===== src/rtl/seg7_pkg.sv =====
// Shared 7-segment definitions for the display driver and the capture block.
// Patterns are active-low (lit segment = 0), bit 6 = g ... bit 0 = a.
package seg7_pkg;

  localparam logic [6:0] SEG7_0 = 7'h40;
  localparam logic [6:0] SEG7_1 = 7'h79;
  localparam logic [6:0] SEG7_2 = 7'h24;
  localparam logic [6:0] SEG7_3 = 7'h30;
  localparam logic [6:0] SEG7_4 = 7'h19;
  localparam logic [6:0] SEG7_5 = 7'h12;
  localparam logic [6:0] SEG7_6 = 7'h02;
  localparam logic [6:0] SEG7_7 = 7'h78;
  localparam logic [6:0] SEG7_8 = 7'h00;
  localparam logic [6:0] SEG7_9 = 7'h10;
  localparam logic [6:0] SEG7_A = 7'h08;
  localparam logic [6:0] SEG7_B = 7'h03;
  localparam logic [6:0] SEG7_C = 7'h46;
  localparam logic [6:0] SEG7_D = 7'h21;
  localparam logic [6:0] SEG7_E = 7'h06;
  localparam logic [6:0] SEG7_F = 7'h0E;

  localparam int unsigned DIGITS_PER_FRAME = 4;

  typedef enum logic {
    COLLECT = 1'b0,
    FULL    = 1'b1
  } cap_state_e;

endpackage


===== src/rtl/seg7_decode.sv =====
// Combinational 7-segment pattern decoder.
//   seg_in [6:0] : active-low segment pattern (bit 6 = g ... bit 0 = a)
//   nibble [3:0] : decoded hex digit (0 when the pattern is not recognised)
//   valid        : 1 when seg_in matches one of the 16 hex glyphs
module seg7_decode
  import seg7_pkg::*;
(
  input  logic [6:0] seg_in,
  output logic [3:0] nibble,
  output logic       valid
);

  always_comb begin
    nibble = '0;
    valid  = 1'b1;
    case (seg_in)
      SEG7_0:  nibble = 4'h0;
      SEG7_1:  nibble = 4'h1;
      SEG7_2:  nibble = 4'h2;
      SEG7_3:  nibble = 4'h3;
      SEG7_4:  nibble = 4'h4;
      SEG7_5:  nibble = 4'h5;
      SEG7_6:  nibble = 4'h6;
      SEG7_7:  nibble = 4'h7;
      SEG7_8:  nibble = 4'h8;
      SEG7_9:  nibble = 4'h9;
      SEG7_A:  nibble = 4'hA;
      SEG7_B:  nibble = 4'hB;
      SEG7_C:  nibble = 4'hC;
      SEG7_D:  nibble = 4'hD;
      SEG7_E:  nibble = 4'hE;
      SEG7_F:  nibble = 4'hF;
      default: valid  = 1'b0;
    endcase
  end

endmodule


===== src/rtl/seg7_capture.sv =====
// Reassembles a stream of 7-segment digit patterns into two hex bytes.
// Frame = 4 beats: S low, S high, A low, A high; frame_start marks digit 0.
//   clk, rst_n         : clock, asynchronous active-low reset
//   seg_valid/seg_ready: input beat handshake, seg_in[6:0] pattern
//   frame_start        : current beat is digit 0 of a frame
//   out_valid/out_ready: decoded frame handshake
//   hex_out_S/hex_out_A: {digit1,digit0} / {digit3,digit2}
//   err_mask[3:0]      : bit n set when digit n pattern was invalid
//   sync_lost          : one-cycle pulse after a beat dropped while unsynced
module seg7_capture
  import seg7_pkg::*;
#(
  parameter bit SEG_ACTIVE_LOW = 1'b1
) (
  input  logic       clk,
  input  logic       rst_n,
  input  logic       seg_valid,
  output logic       seg_ready,
  input  logic [6:0] seg_in,
  input  logic       frame_start,
  output logic       out_valid,
  input  logic       out_ready,
  output logic [7:0] hex_out_S,
  output logic [7:0] hex_out_A,
  output logic [3:0] err_mask,
  output logic       sync_lost
);

  localparam logic [1:0] LAST_DIGIT = 2'(DIGITS_PER_FRAME - 1);

  cap_state_e  state_q, state_d;
  logic [1:0]  dcnt_q, dcnt_d;
  logic [3:0]  dig0_q, dig0_d, dig1_q, dig1_d, dig2_q, dig2_d;
  logic [2:0]  err_q, err_d;
  logic [7:0]  hex_s_q, hex_s_d, hex_a_q, hex_a_d;
  logic [3:0]  err_mask_q, err_mask_d;
  logic        sync_lost_q, sync_lost_d;

  logic [6:0]  seg_norm;
  logic [3:0]  nib;
  logic        nib_ok;
  logic        beat_acc;

  assign seg_norm = SEG_ACTIVE_LOW ? seg_in : ~seg_in;

  seg7_decode u_decode (
    .seg_in (seg_norm),
    .nibble (nib),
    .valid  (nib_ok)
  );

  assign seg_ready = (state_q == COLLECT);
  assign out_valid = (state_q == FULL);
  assign beat_acc  = seg_valid && seg_ready;

  always_comb begin
    state_d     = state_q;
    dcnt_d      = dcnt_q;
    dig0_d      = dig0_q;
    dig1_d      = dig1_q;
    dig2_d      = dig2_q;
    err_d       = err_q;
    hex_s_d     = hex_s_q;
    hex_a_d     = hex_a_q;
    err_mask_d  = err_mask_q;
    sync_lost_d = 1'b0;
    case (state_q)
      COLLECT: begin
        if (beat_acc) begin
          if (frame_start) begin
            // Restart: any partial frame and its error bits are thrown away.
            dig0_d = nib;
            dig1_d = '0;
            dig2_d = '0;
            err_d  = {2'b00, ~nib_ok};
            dcnt_d = 2'd1;
          end else if (dcnt_q == 2'd0) begin
            sync_lost_d = 1'b1;
          end else if (dcnt_q == LAST_DIGIT) begin
            hex_s_d    = {dig1_q, dig0_q};
            hex_a_d    = {nib, dig2_q};
            err_mask_d = {~nib_ok, err_q};
            state_d    = FULL;
          end else begin
            if (dcnt_q == 2'd1) begin
              dig1_d   = nib;
              err_d[1] = ~nib_ok;
            end else begin
              dig2_d   = nib;
              err_d[2] = ~nib_ok;
            end
            dcnt_d = dcnt_q + 2'd1;
          end
        end
      end
      FULL: begin
        if (out_ready) begin
          state_d = COLLECT;
          dcnt_d  = '0;
        end
      end
      default: state_d = COLLECT;
    endcase
  end

  always_ff @(posedge clk or negedge rst_n) begin
    if (!rst_n) begin
      state_q     <= COLLECT;
      dcnt_q      <= '0;
      dig0_q      <= '0;
      dig1_q      <= '0;
      dig2_q      <= '0;
      err_q       <= '0;
      hex_s_q     <= '0;
      hex_a_q     <= '0;
      err_mask_q  <= '0;
      sync_lost_q <= 1'b0;
    end else begin
      state_q     <= state_d;
      dcnt_q      <= dcnt_d;
      dig0_q      <= dig0_d;
      dig1_q      <= dig1_d;
      dig2_q      <= dig2_d;
      err_q       <= err_d;
      hex_s_q     <= hex_s_d;
      hex_a_q     <= hex_a_d;
      err_mask_q  <= err_mask_d;
      sync_lost_q <= sync_lost_d;
    end
  end

  assign hex_out_S = hex_s_q;
  assign hex_out_A = hex_a_q;
  assign err_mask  = err_mask_q;
  assign sync_lost = sync_lost_q;

endmodule


===== config.mk =====
export PLATFORM = sky130hd
export DESIGN_NAME = seg7_capture
export DESIGN_NICKNAME = d
export VERILOG_FILES = /design/src/rtl/seg7_pkg.sv /design/src/rtl/seg7_decode.sv /design/src/rtl/seg7_capture.sv
export SDC_FILE = /design/constraint.sdc
export NUM_CORES = 1
export LEC_CHECK = 0
export ABC_AREA = 1
export BUFFER_PORTS_ARGS = -buffer_cell sky130_fd_sc_hd__buf_2
export CAP_MARGIN = 15
export CORE_ASPECT_RATIO = 0.9
export CORE_UTILIZATION = 55
export DETAILED_ROUTE_END_ITERATION = 16
export GPL_TIMING_DRIVEN = 1
export PLACE_DENSITY = 0.78
export SYNTH_ARGS = -nofsm -noshare
export SYNTH_HDL_FRONTEND = slang
export SYNTH_HIERARCHICAL = 1
export SYNTH_SLANG_ARGS = --single-unit

===== constraint.sdc =====
create_clock -name clk -period 3.95 [get_ports clk]
set_input_delay 0.395 -clock clk [delete_from_list [all_inputs] [get_ports clk]]
set_output_delay 0.395 -clock clk [all_outputs]
set_load 0.02 [all_outputs]

# --- Word level (Yosys, flattened, before mapping) ---
# Index checks and enable logic that the tools add are counted.
# Widths: inputs -> output; s select.
op_classes:
  addsub: 1
  reduce_logical: 10
  n_mux: 31
  eq_ne: 24
  n_bitwise: 4
ops:
  columns: ["op", "n"]
  rows:
  - ["$pmux 4 s15", 1]
  - ["$mux 4", 8]
  - ["$eq 7x7->1 const B", 4]
  - ["$eq 7x5->1 const B", 3]
  - ["$eq 7x6->1 const B", 3]
  - ["$mux 2", 8]
  - ["$reduce_or 16->1", 1]
  - ["$reduce_and 5->1", 3]
  - ["$eq 7x2->1 const B", 2]
  - ["$eq 7x4->1 const B", 2]
  - ["$mux 1", 12]
  - ["$ne 2x2->1 const B", 4]
  - ["$eq 7x3->1 const B", 1]
  - ["$logic_not 7->1", 1]
  - ["$ne 3x3->1 const B", 2]
  - ["$not 1->1", 4]
  - ["$pmux 2 s2", 1]
  - ["$reduce_and 4->1", 1]
  - ["$reduce_and 3->1", 1]
  - ["$add 2x1->2 const B", 1]
  - ["$eq 2x1->1 const B", 1]
  - ["$eq 2x2->1 const B", 1]
  - ["$logic_not 2->1", 1]
  - ["$ne 2x1->1 const B", 1]
  - ["other kinds (3)", 3]
word_totals:
  inputBits: 12
  output_inout_bits: 23
  elab_cells: 82
  reg_bits: 39

# --- Depth between registers and ports, before layout ---
# Gate-level depths: netlist (run 1).
logic_depth:
  depth_word: 8
  ltp_mapped: 12
  ltp_nobuf: 12

# --- Hierarchy ---
# The synthesis (run 1) kept the hierarchy.
by_module_without_submodules:
  columns: ["mod", "seq_area_each_um2", "n_inst", "area_each_um2", "cells_each"]
  rows:
  - ["seg7_capture", 975.9, 1, 1711.6, 186]
  - ["seg7_decode", 0.0, 1, 345.3, 77]

# --- Worst setup path before layout (run 1) ---
# Ideal clock, no wire load.
synth_path:
  path_kind: "input to register"
  start: "input port seg_in[6]"
  end: "register dig1_q[2]"
  slack_ps: 2601
  stages: 11
  setup_time_ps: 66
  t_arrival_ps: 1284
  path_buffers: 0
  t_required_ps: 3884
  cell_sequence: "inv_2 > nand2_2 > nor2_1 > nand2_1 > nand3_2 > inv_1 > nand2_1 > inv_1 > nor2_1 > nand4_1 > nand2_1"
synth_between:
  elab_chain_len: 6
  word_cells_on_any_way: 20
  classes_between: "eq/ne (14); mux (5); reduce/logical (1)"
synth_rtl:
  columns: ["item", "line_no", "rtl"]
  rows:
  - ["start, declared", "seg7_capture.sv:19", "input logic [6:0] seg_in,"]
  - ["$eq 7x4->1, or another cell as far along", "seg7_decode.sv:16", "case (seg_in)"]
  - ["$pmux 4 s15 (*)", "seg7_decode.sv:16", null]
  - ["net nib[2]", "seg7_capture.sv:40", "logic [3:0] nib;"]
  - ["$mux 4 (*)", "seg7_capture.sv:85", "if (dcnt_q == 2'd1) begin"]
  - ["$mux 4 (*)", "seg7_capture.sv:79", "end else if (dcnt_q == LAST_DIGIT) begin"]
  - ["$mux 4 (*)", "seg7_capture.sv:77", "end else if (dcnt_q == 2'd0) begin"]
  - ["$mux 4 (*)", "seg7_capture.sv:70", "if (frame_start) begin"]
  - ["end signal, assigned", "seg7_capture.sv:122", "dig1_q <= dig1_d;"]
  - ["end, declared", "seg7_capture.sv:33", "logic [3:0] dig0_q, dig0_d, dig1_q, dig1_d, dig2_q, dig2_d;"]
# Mark *: on every way through the listed nets, which the timed path passes. The rest lies on a longest branch. The select of a mux whose other input is x is not followed.
# A chain may end at the register's enable or synchronous reset.

# --- Final worst setup path (run 1) ---
layout_path:
  start: "register dcnt_q[0]"
  end: "register err_q[2]"
layout_between:
  elab_chain_len: 3
  word_cells_on_any_way: 7
  classes_between: "eq/ne (5); reduce/logical (2)"
layout_rtl:
  columns: ["item", "line_no", "rtl"]
  rows:
  - ["start, declared", "seg7_capture.sv:32", "logic [1:0] dcnt_q, dcnt_d;"]
  - ["start signal, assigned", "seg7_capture.sv:120", "dcnt_q <= dcnt_d;"]
  - ["$eq 2x1->1, or another cell as far along", "seg7_capture.sv:85", null]
  - ["$ne 2x2->1 (no source line)", null, null]
  - ["$reduce_and 5->1 (no source line) (*)", null, null]
  - ["end signal, assigned", "seg7_capture.sv:124", "err_q <= err_d;"]
  - ["end, declared", "seg7_capture.sv:34", "logic [2:0] err_q, err_d;"]
# Mark *: on every way between the ends. The rest lies on a longest branch, timed or not.

==> results of run 1 <==
==> worst max-delay path, delay by kind of cell (launching register included) <==
family                   cells  cell delay, ps
adder cells (fa/ha/maj)      1             230
buffers and inverters        2             340
flip-flops                   1             410
AND/OR/NAND/NOR              5             590
==> registers in the layout, indices dropped and copies added, names as in the netlist <==
signal	flops
hex_out_A	8
hex_out_S	8
dig0_q	4
dig1_q	4
dig2_q	4
err_mask	4
err_q	3
dcnt_q	2
out_valid	1
sync_lost	1
==> layout make-up <==
class,count,area (um2),share of cell area (%)
Tap cell,44,55.05,2.375
Inverter,25,98.84,4.263
Sequential cell,39,975.9,42.09
Timing Repair Buffer,34,170.2,7.339
Multi-Input combinational cell,194,937.1,40.42
Clock inverter,1,5.005,0.2159
Clock buffer,7,76.32,3.292
==> metrics by stage <==
stage / std cells / power [mW] / utilization [%] / instance area (um2)
finish: 344 / 1.146 / 66.65 / 2318
floorplan: 263 / 0.7864 / - / 2057
global route: 344 / 1.228 / 66.65 / 2318
global placement: 336 / 0.8863 / 64.32 / 2237
CTS: 344 / 1.151 / 66.65 / 2318
detailed placement: 336 / 0.8934 / 64.32 / 2237
==> cell usage in the layout, fill, tap and decap left out, types with 5 or more instances in the layout <==
cell type / count
sky130_fd_sc_hd__dfrtp_1: 39
sky130_fd_sc_hd__o21ai_0: 7
sky130_fd_sc_hd__nor2_1: 27
sky130_fd_sc_hd__inv_2: 7
sky130_fd_sc_hd__inv_1: 17
sky130_fd_sc_hd__nand2_1: 105
sky130_fd_sc_hd__o21ai_2: 5
sky130_fd_sc_hd__nand4_1: 7
sky130_fd_sc_hd__buf_2: 34
sky130_fd_sc_hd__nand3_1: 22
sky130_fd_sc_hd__clkbuf_8: 5
==> per-layer routing <==
| layer | vias to the layer above | routed length [um] | share of wire [%] |
|---|---|---|---|
| met1 | 816 | 1996 | 48 |
| met3 | 4 | 278 | 6.7 |
| met2 | 67 | 1833 | 44 |
| met4 | 0 | 38 | 0.92 |
| li1 | 897 | - | - |
| met5 | - | 0 | 0 |
==> kinds of logic (layout without fill, tap and decap cells) <==
group                      Yosys count  count (layout)
AOI/OAI and AO/OA                   13              13
adders and majority gates            3               3
and+or+nand+nor                    178             178
buffers and inverters               30              67
DFF                                 39              39
==> where the power goes <==
part	switching (mW)	total (mW)	leakage [nW]	internal, mW
combinational	0.259	0.367	0.793	0.108
clock	0.135	0.259	0.0422	0.124
sequential	0.0445	0.519	0.529	0.475
total	0.439	1.15	1.36	0.707
==> cells in the mapped netlist (all sizes together) <==
cell / instances
ha: 3
clkbuf: 1
inv: 25
o22ai: 1
o21ai: 12
and2: 1
dfrtp: 39
nand4: 7
nand2: 112
nor3: 1
nor2: 33
buf: 4
nand3: 24
==> worst paths after layout <==
kind | slack [ps] | cells after the start | from | end
max in group asynchronous | 3210 | 1 | rst_n | dig1_q[0]$_DFFE_PN0P_
min in group clk | 300 | 2 | out_ready | out_valid$_DFF_PN0_
setup / recovery | 2260 | 8 | dcnt_q[0]$_DFFE_PN0P_ | err_q[2]$_DFFE_PN0P_
hold / removal | 210 | 1 | rst_n | hex_out_A[3]$_DFFE_PN0P_
setup reg to reg | 2260 | 8 | dcnt_q[0]$_DFFE_PN0P_ | err_q[2]$_DFFE_PN0P_
hold reg to reg | 460 | 2 | err_mask[0]$_DFFE_PN0P_ | err_mask[0]$_DFFE_PN0P_
==> metrics.log, run 1 <==
[metrics] status: complete, no violations
[metrics] number of remaining DRC errors: 0
[metrics] Yosys reg bits: 39
[metrics] post-synthesis share of cell area spent on full adders, half adders and majority gates: 1.825%
[metrics] layout overhead on the synthesized area: 12.71%
[metrics] count of maximum capacitance violations: 0
[metrics] type of destination of the critical path: register
[metrics] first-pass GRT wire length: 7100 um
[metrics] number of H-tree levels: 2
[metrics] Inserted Diodes: 0
[metrics] Synth Area in Simple Gates: 39.60%
[metrics] Post-CTS Setup Bufs: 0
[metrics] class of the tightest hold or removal check: input port to asynchronous set/reset pin
[metrics] remaining global-route overflow: 0
[metrics] sequential fraction of the synthesis area: 47.45%
[metrics] wire length per cell after detailed routing: 12.06 um
[metrics] antenna-violating nets left: 0
[metrics] global-route track usage on met2: 37.03%
[metrics] placeable core area: 3478 um2
[metrics] Setup-failing EPs final: 0
[metrics] clock tree from TritonCTS: yes
[metrics] portion of netlist area occupied by mux cells: 0%
[metrics] CTS Buffer Depth: 2
[metrics] cell mode on critical path: sky130_fd_sc_hd__nand2_1
[metrics] total standard cell area after synthesis: 2057 um2
[metrics] unrepaired setup endpoints after global routing: false
[metrics] final wirelength: 4147 um
[metrics] initial detailed-routing violation count: 104
[metrics] post-synthesis share of cell area spent on xor and xnor gates: 0%
[metrics] number of endpoints with negative hold slack in the final report: 0
[metrics] CTS Hold Buffers Added: 0
[metrics] final layout net count: 314
[metrics] die footprint: 3989 um2
[metrics] Worst Clk Skew: 6.224 ps
[metrics] critical path launch point type: register
[metrics] crit path DAT: 1880 ps
[metrics] number of buffers created by CTS: 5
[metrics] instance count of the mapped netlist: 263
[metrics] total power divided by cell area: 494.1 nW/um2
[metrics] area share of the leading cell type in the synthesized netlist: 47.45%
[metrics] Max Clock Freq: 591.7 MHz
[metrics] count of boundary I/O pins: 35
[metrics] leakage power: 1.365 nW
[metrics] global-route met3 utilization: 5.916%
[metrics] initial antenna violation count: 0
[metrics] clock period minus final worst setup slack: 1690 ps
[metrics] number of global-route vias before repair: 1596
[metrics] pin count of the biggest net entering global routing: 40
[metrics] detailed-router iteration count before antenna repair: 4
[metrics] final hold slack: 209.4 ps
[metrics] synthesized area divided by synthesized cell count: 7.821 um2
[metrics] CTS clock-pin slew for the worst setup and hold paths: 70 ps
[metrics] x dimension of the die: 66.47 um
[metrics] cell with the biggest individual delay on the critical path: sky130_fd_sc_hd__dfrtp_1
[metrics] M1 GR Usage: 33.37%
[metrics] clock sink total: 39
[metrics] vias: 1784
[metrics] port buffer count: 34
[metrics] distinct cell type count of the synthesized netlist: 24
[metrics] count of cells resized by post-cts repair: 0
[metrics] Root Buffer: sky130_fd_sc_hd__clkbuf_8
[metrics] Die Y: 60.02 um
[metrics] slew at the pin closest to its max-slew limit: 845.7 ps
[metrics] busiest grt layer: met2
[metrics] Clock Latency Late Sink: 290 ps
[metrics] Setup Slack @ Placement: 2266 ps
[metrics] Total Routing Usage GR: 24.13%
[metrics] cells along the critical path: inv_1, ha_1, inv_2, nor2_1, nor2_4, nand2_1, nand2_1, nand2_1
[metrics] largest cells by area after synthesis: sky130_fd_sc_hd__dfrtp_1, sky130_fd_sc_hd__nand2_1, sky130_fd_sc_hd__nand3_1, sky130_fd_sc_hd__nor2_1, sky130_fd_sc_hd__inv_1
[metrics] combinational family with the most area after synthesis: simple AND/OR/NAND/NOR gates
[metrics] slowest stage delay, CP: 410 ps
[metrics] largest fanout on the critical path: 17
[metrics] total count of max-transition violations in the final report: 0
[metrics] Filler Cell Count: 317
[metrics] fraction of final layout cells with drive strength greater than 1: 22.67%
[metrics] count of synthesis-stage warnings from yosys: 6
[metrics] placement row count: 20
[metrics] final RePlAce weighted congestion: 0.8366
[metrics] final critical-path share of the clock period: 42.79%
[metrics] final critical-path setup slack: 2260 ps
[metrics] Net Count, Synth: 278
[metrics] post-synth top area cell: sky130_fd_sc_hd__dfrtp_1
[metrics] Setup TNS: 0 ps
[metrics] Via density: 5.186
[metrics] IR Drop Worst-Case VDD: 0.2567 mV
[metrics] post-synthesis compound-gate area fraction: 4.136%
[metrics] Req. time, crit path: 4140 ps
[metrics] Critical Setup Path Class: register to register
[metrics] worst rel slew slack: 43.62%
[metrics] effective utilization at floorplan: 59.14%
[metrics] HPWL Detailed: 2971 um
(Power assumes the default switching activity.)
==> run 2: changes to the inputs <==
- clock period: 3.95 -> 1.6 ns (I/O delays scaled with it)
==> run 2 against run 1 <==
Effect of this change:
- clock skew increased by 0.56 ps
- final area increased by 1.7%
- critical path depth decreased by 1
- critical endpoint is now dig2_q[1]$_DFFE_PN0P_
- largest cell class unchanged
- maximum frequency increased by 20%
- register-to-register slack got worse by 2100 ps
- cell count increased by 1.2%
==> metrics.log, run 2 (synthesized netlist as in run 1, its figures left out) <==
[metrics] status: complete, no violations
[metrics] Setup TNS: 0 ps (unchanged)
[metrics] Min-Delay Path Depth: 2
[metrics] clock tree from TritonCTS: yes
[metrics] Via density: 5.037 (-2.9%)
[metrics] layout overhead on the synthesized area: 14.60%
[metrics] count of maximum capacitance violations: 0 (unchanged)
[metrics] combinational fraction of design power: 32.4% (+0.3 points)
[metrics] clock sink total: 39 (unchanged)
[metrics] net switching component of the power: 1.094 mW (+150%)
[metrics] pin count of the biggest net entering global routing: 40 (unchanged)
[metrics] Flop pwr share: 44.6% (-0.7 points)
[metrics] r2r endpoint: dig2_q[1]$_DFFE_PN0P_
[metrics] HPWL Detailed: 2967 um (-0.15%)
[metrics] largest fanout on the critical path: 5 (-12)
[metrics] placeable core area: 3478 um2 (unchanged)
[metrics] detailed-router iteration count before antenna repair: 4 (unchanged)
[metrics] most common cell after layout, fill and taps aside: sky130_fd_sc_hd__nand2_1
[metrics] number of remaining DRC errors: 0 (unchanged)
[metrics] Setup-failing EPs final: 0 (unchanged)
[metrics] Total Routing Usage GR: 24.12% (about the same)
[metrics] first-pass GRT wire length: 7079 um (-0.30%)
[metrics] Worst Clk Skew: 6.786 ps (+0.5624 ps)
[metrics] final critical-path share of the clock period: 88.24% (+45 points)
[metrics] sink of the worst hold path: out_valid$_DFF_PN0_
[metrics] class of the tightest hold or removal check: input port to register
[metrics] wire length per cell after detailed routing: 11.49 um (-4.7%)
[metrics] final critical-path setup slack: 188.2 ps (-2072 ps)
[metrics] worst rel slew slack: 68.23% (+25 points)
[metrics] leakage power: 1.383 nW (+1.3%)
[metrics] startpoint of the most critical register-to-register path: dcnt_q[0]$_DFFE_PN0P_
[metrics] CTS clock-pin slew for the worst setup and hold paths: 80 ps (about the same)
[metrics] share of total power in the clock network: 22.9% (+0.3 points)
[metrics] total count of max-transition violations in the final report: 0 (unchanged)
[metrics] Clock Latency Late Sink: 290 ps (about the same)
[metrics] internal power summed over all cells: 1.769 mW (+150%)
[metrics] placement row count: 20 (unchanged)
[metrics] highest-count cells in the layout ignoring fill and taps: sky130_fd_sc_hd__nand2_1, sky130_fd_sc_hd__dfrtp_1, sky130_fd_sc_hd__buf_2
[metrics] vias: 1753 (-1.7%)
[metrics] x dimension of the die: 66.47 um (unchanged)
[metrics] Req. time, crit path: 1830 ps (-2310 ps)
[metrics] IR Drop Worst-Case VDD: 0.6974 mV (+170%)
[metrics] effective utilization at floorplan: 59.14% (unchanged)
[metrics] share of the core filled with cells: 67.77% (+1.1 points)
[metrics] Root Buffer: sky130_fd_sc_hd__clkbuf_8
[metrics] remaining global-route overflow: 0 (unchanged)
[metrics] path depth of the worst reg2reg path: 7 (-1)
[metrics] critical path launch point type: register
[metrics] switch share: 38.22% (-0.071 points)
[metrics] area taken by multi-input logic gates: 939.7 um2 (+0.27%)
[metrics] slew at the pin closest to its max-slew limit: 476.5 ps (-369.1 ps)
[metrics] number of global-route vias before repair: 1645 (+3.1%)
[metrics] final hold slack: 69.26 ps (-140.1 ps)
[metrics] Max Clock Freq: 708.3 MHz (+20%)
[metrics] Inserted Diodes: 0 (unchanged)
[metrics] Critical Setup Path Class: register to register
[metrics] Filler Cell Count: 311 (-1.9%)
[metrics] count of boundary I/O pins: 35 (unchanged)
[metrics] number of buffers created by CTS: 5 (unchanged)
[metrics] Setup Slack @ Placement: 127.3 ps (-2139 ps)
[metrics] number of H-tree levels: 2 (unchanged)
[metrics] number of endpoints with negative hold slack in the final report: 0 (unchanged)
[metrics] final layout net count: 318 (+1.3%)
[metrics] port buffer count: 34 (unchanged)
[metrics] flop-to-flop setup slack: 190 ps (-2070 ps)
[metrics] Die Y: 60.02 um (unchanged)
[metrics] fraction of final layout cells with drive strength greater than 1: 24.01% (+1.3 points)
[metrics] initial antenna violation count: 0 (unchanged)
[metrics] type of destination of the critical path: register
[metrics] crit path DAT: 1640 ps (-240 ps)
[metrics] initial detailed-routing violation count: 97 (-6.7%)
[metrics] total power divided by cell area: 1215 nW/um2 (+150%)
[metrics] die footprint: 3989 um2 (unchanged)
[metrics] Hold Path Origin: out_ready
[metrics] Register Area: 975.9 um2 (unchanged)
[metrics] CTS Buffer Depth: 2 (unchanged)
[metrics] antenna-violating nets left: 0 (unchanged)
[metrics] clock period minus final worst setup slack: 1412 ps (-278.4 ps)
[metrics] final RePlAce weighted congestion: 0.8943 (+6.9%)
[metrics] unrepaired setup endpoints after global routing: false
[metrics] final wirelength: 3997 um (-3.6%)
[run 2: changes by cell type in the layout (fill, tap and decap cells not counted), sizes merged]
cell / previous run / this run
buf: 34 / 37
clkbuf: 7 / 6
clkinvlp: 0 / 1
dlygate4sd3: 0 / 1
[run 2: cell type report]
class                      instances  share of cell area (%)
multi-input combinational        194                   39.86
inverter                          25                   4.193
clock inverter                     2                  0.5308
clock buffer                       6                   3.079
sequential                        39                   41.40
tap                               44                   2.335
timing repair buffer              38                   8.599
[run 2: worst max-delay path by stage]
stage          slack, ps  cells past startpoint                        to             startpoint
2_1_floorplan        260                      7  hex_out_S[1]$_DFFE_PN0P_    out_valid$_DFF_PN0_
3_3_place_gp         120                     12     dig1_q[3]$_DFFE_PN0P_              seg_in[6]
3_5_place_dp         130                     12     dig1_q[3]$_DFFE_PN0P_              seg_in[6]
4_1_cts              160                      8      err_q[2]$_DFFE_PN0P_  dcnt_q[0]$_DFFE_PN0P_
5_1_grt               50                      7      err_q[2]$_DFFE_PN0P_  dcnt_q[0]$_DFFE_PN0P_
6_report             190                      7     dig2_q[1]$_DFFE_PN0P_  dcnt_q[0]$_DFFE_PN0P_
[run 2: repair_timing]
item	CTS	global route
hold buffers	1	0
endpoints found under the setup margin	0	2
endpoints found under the hold margin	39	0
setup buffers	0	0
resized for setup	0	1
[run 2: metrics by stage]
| step | area, um2 | power (mW) | cells |
|---|---|---|---|
| 3_3_place_gp | 2260 | 2.210 | 339 |
| 6_report | 2357 | 2.864 | 348 |
| 3_5_place_dp | 2260 | 2.226 | 339 |
| 4_1_cts | 2355 | 2.885 | 348 |
| 2_1_floorplan | 2057 | 1.942 | 263 |
| 5_1_grt | 2357 | 3.077 | 348 |
[run 2: power by group through the flow]
stage / sequential, mW / combinational, mW / clock, mW
after floorplan: 1.42 / 0.518 / 0
after global placement: 1.29 / 0.921 / 0
after detailed placement: 1.30 / 0.928 / 0
after CTS: 1.28 / 0.931 / 0.673
after global routing: 1.30 / 1.06 / 0.718
final: 1.28 / 0.929 / 0.657
[run 2: metal layers]
layer  part of all wire [%]  global-route usage [%]  vias to the layer above
met4                    1.4                   7.295                        0
met1                     50                   30.89                      805
met2                     45                   40.67                       39
met5                      0                       0                        -
met3                    3.5                   5.725                        5
li1                       -                       -                      904
[run 2: critical path: stages, from the launching register on]
cell                      delay, ps
sky130_fd_sc_hd__dfrtp_1        400
sky130_fd_sc_hd__inv_1           80
sky130_fd_sc_hd__ha_1           230
sky130_fd_sc_hd__nand2_1        120
sky130_fd_sc_hd__nand2_1         60
sky130_fd_sc_hd__nor2_1         270
sky130_fd_sc_hd__nand2_1        110
sky130_fd_sc_hd__nand2_1         80
==> run 3: changes to the inputs <==
- CTS_BUF_LIST: default -> sky130_fd_sc_hd__clkbuf_16
==> run 3 against run 2 <==
Effect of this change:
- utilization grew 1.6 points
- largest cell class unchanged
- combinational power grew 0.6%
- worst hold slack gained 10 ps
- clock power grew 46%
- clock skew is essentially flat
- critical path type unchanged
- wire length grew 2.4%
==> metrics.log, run 3 (synthesized netlist as in run 1, its figures left out) <==
[metrics] path depth of the worst reg2reg path: 6 (-1)
[metrics] r2r endpoint: hex_out_A[6]$_DFFE_PN0P_
[metrics] layout overhead on the synthesized area: 17.34%
[metrics] worst rel slew slack: 67.64% (-0.59 points)
[metrics] clock sink total: 39 (unchanged)
[metrics] clock period minus final worst setup slack: 1407 ps (-5.260 ps)
[metrics] wire length per cell after detailed routing: 11.76 um (+2.4%)
[metrics] final layout net count: 318 (unchanged)
[metrics] x dimension of the die: 66.47 um (unchanged)
[metrics] unrepaired setup endpoints after global routing: false
[metrics] number of H-tree levels: 2 (unchanged)
[metrics] Setup-failing EPs final: 0 (unchanged)
[metrics] CTS clock-pin slew for the worst setup and hold paths: 60 ps (-20 ps)
[metrics] placed instance area: 2260 um2 (unchanged)
[metrics] flop-to-flop setup slack: 190 ps (about the same)
[metrics] Total Routing Usage GR: 25.19% (+1.1 points)
[metrics] fraction of final layout cells with drive strength greater than 1: 24.01% (unchanged)
[metrics] placeable core area: 3478 um2 (unchanged)
[metrics] Root Buffer: sky130_fd_sc_hd__clkbuf_16
[metrics] Register Area: 975.9 um2 (unchanged)
[metrics] cell count after placement: 339 (unchanged)
[metrics] number of endpoints with negative hold slack in the final report: 0 (unchanged)
[metrics] total count of max-transition violations in the final report: 0 (unchanged)
[metrics] Die Y: 60.02 um (unchanged)
[metrics] leakage power: 1.413 nW (+2.2%)
[metrics] type of destination of the critical path: register
[metrics] final critical-path share of the clock period: 87.91% (-0.33 points)
[metrics] detailed-router iteration count before antenna repair: 4 (unchanged)
[metrics] vias: 1765 (+0.68%)
[metrics] clock tree from TritonCTS: yes
[metrics] final hold slack: 79.57 ps (+10.31 ps)
[metrics] count of boundary I/O pins: 35 (unchanged)
[metrics] area taken by multi-input logic gates: 939.7 um2 (unchanged)
[metrics] share of the core filled with cells: 69.39% (+1.6 points)
[metrics] IR Drop Worst-Case VDD: 0.6584 mV (-5.6%)
[metrics] Max Clock Freq: 711.0 MHz (+0.37%)
[metrics] antenna-violating nets left: 0 (unchanged)
[metrics] Critical Setup Path Class: register to register
[metrics] HPWL Detailed: 2967 um (unchanged)
[metrics] total power divided by cell area: 1316 nW/um2 (+8.3%)
[metrics] Inserted Diodes: 0 (unchanged)
[metrics] initial detailed-routing violation count: 100 (+3.1%)
[metrics] first-pass GRT wire length: 7348 um (+3.8%)
[metrics] class of the tightest hold or removal check: input port to register
[metrics] Req. time, crit path: 1770 ps (-60 ps)
[metrics] status: complete, no violations
[metrics] final critical-path setup slack: 193.4 ps (+5.260 ps)
[metrics] Filler Cell Count: 294 (-5.5%)
[metrics] remaining global-route overflow: 0 (unchanged)
[metrics] largest fanout on the critical path: 25 (+20)
[metrics] Worst Clk Skew: 6.743 ps (-0.04385 ps)
[metrics] startpoint of the most critical register-to-register path: dcnt_q[0]$_DFFE_PN0P_
[metrics] number of global-route vias before repair: 1682 (+2.2%)
[metrics] critical path launch point type: register
[metrics] final wirelength: 4094 um (+2.4%)
[metrics] Setup TNS: 0 ps (unchanged)
[metrics] start point of the critical path: dcnt_q[0]$_DFFE_PN0P_
[metrics] Via density: 5.072 (+0.68%)
[metrics] port buffer count: 34 (unchanged)
[metrics] most common cell after layout, fill and taps aside: sky130_fd_sc_hd__nand2_1
[metrics] slew at the pin closest to its max-slew limit: 485.4 ps (+8.901 ps)
[metrics] number of remaining DRC errors: 0 (unchanged)
[metrics] initial antenna violation count: 0 (unchanged)
[metrics] die footprint: 3989 um2 (unchanged)
[metrics] Setup crit end: hex_out_A[6]$_DFFE_PN0P_
[metrics] number of buffers created by CTS: 5 (unchanged)
[metrics] crit path DAT: 1570 ps (-70 ps)
[metrics] effective utilization at floorplan: 59.14% (unchanged)
[metrics] final RePlAce weighted congestion: 0.8943 (unchanged)
[metrics] final cell count without fillers: 348 (unchanged)
[metrics] overall power of the completed layout: 3.177 mW (+11%)
[metrics] final non-filler cell area: 2414 um2 (+2.4%)
[metrics] highest-count cells in the layout ignoring fill and taps: sky130_fd_sc_hd__nand2_1, sky130_fd_sc_hd__dfrtp_1, sky130_fd_sc_hd__buf_2
[metrics] Clock Latency Late Sink: 280 ps (about the same)
[metrics] Post-CTS Setup Bufs: 0 (unchanged)
[metrics] placement row count: 20 (unchanged)
[metrics] CTS Buffer Depth: 2 (unchanged)
[metrics] pin count of the biggest net entering global routing: 40 (unchanged)
[metrics] Setup Slack @ Placement: 127.3 ps (unchanged)
[metrics] count of maximum capacitance violations: 0 (unchanged)
[run 3: changes by cell type in the layout (fill, tap and decap cells not counted), sizes merged]
| cell | delta |
|---|---|
| clkbuf | -1 |
| inv | +1 |
[run 3: worst min path at each step]
stage,start,end,slack (ps),depth (start not counted)
5_1_grt,out_ready,out_valid$_DFF_PN0_,100,2
3_5_place_dp,rst_n,hex_out_S[2]$_DFFE_PN0P_,240,2
3_3_place_gp,rst_n,hex_out_S[3]$_DFFE_PN0P_,230,2
6_report,out_ready,out_valid$_DFF_PN0_,80,2
2_1_floorplan,rst_n,dcnt_q[0]$_DFFE_PN0P_,-140,0
4_1_cts,out_ready,out_valid$_DFF_PN0_,80,2
[run 3: worst max-delay path, cell delays in order (launching register included)]
cell                      delay, ps
sky130_fd_sc_hd__dfrtp_1        400
sky130_fd_sc_hd__ha_1           290
sky130_fd_sc_hd__nand2_8        110
sky130_fd_sc_hd__nor2_8         110
sky130_fd_sc_hd__nand2_4        180
sky130_fd_sc_hd__nand2_1        140
sky130_fd_sc_hd__o21ai_2         60
[run 3: routing by layer]
layer	up-vias	global-route usage, %	share of wire, %
met4	0	9.422	2.2
met1	810	31.38	49
li1	908	-	-
met5	-	0	0
met2	37	41.84	45
met3	10	7.061	3.5
[run 3: cell type report]
cell class                      count  share of cell area (%)
Timing Repair Buffer               38                   8.398
Tap cell                           44                   2.281
Multi-Input combinational cell    194                   38.93
Clock inverter                      3                  0.6739
Sequential cell                    39                   40.44
Clock buffer                        5                   5.184
Inverter                           25                   4.095
[run 3: what timing repair did]
item                                    4_1_cts  5_1_grt
gates resized for setup                       0        1
endpoints found under the setup margin        0        2
hold buffers                                  1        0
endpoints found under the hold margin        39        0
[run 3: power by group]
part | switching, mW | internal, mW | total, mW
registers | 0.107 | 1.17 | 1.28
logic | 0.643 | 0.292 | 0.935
clock network | 0.391 | 0.568 | 0.960
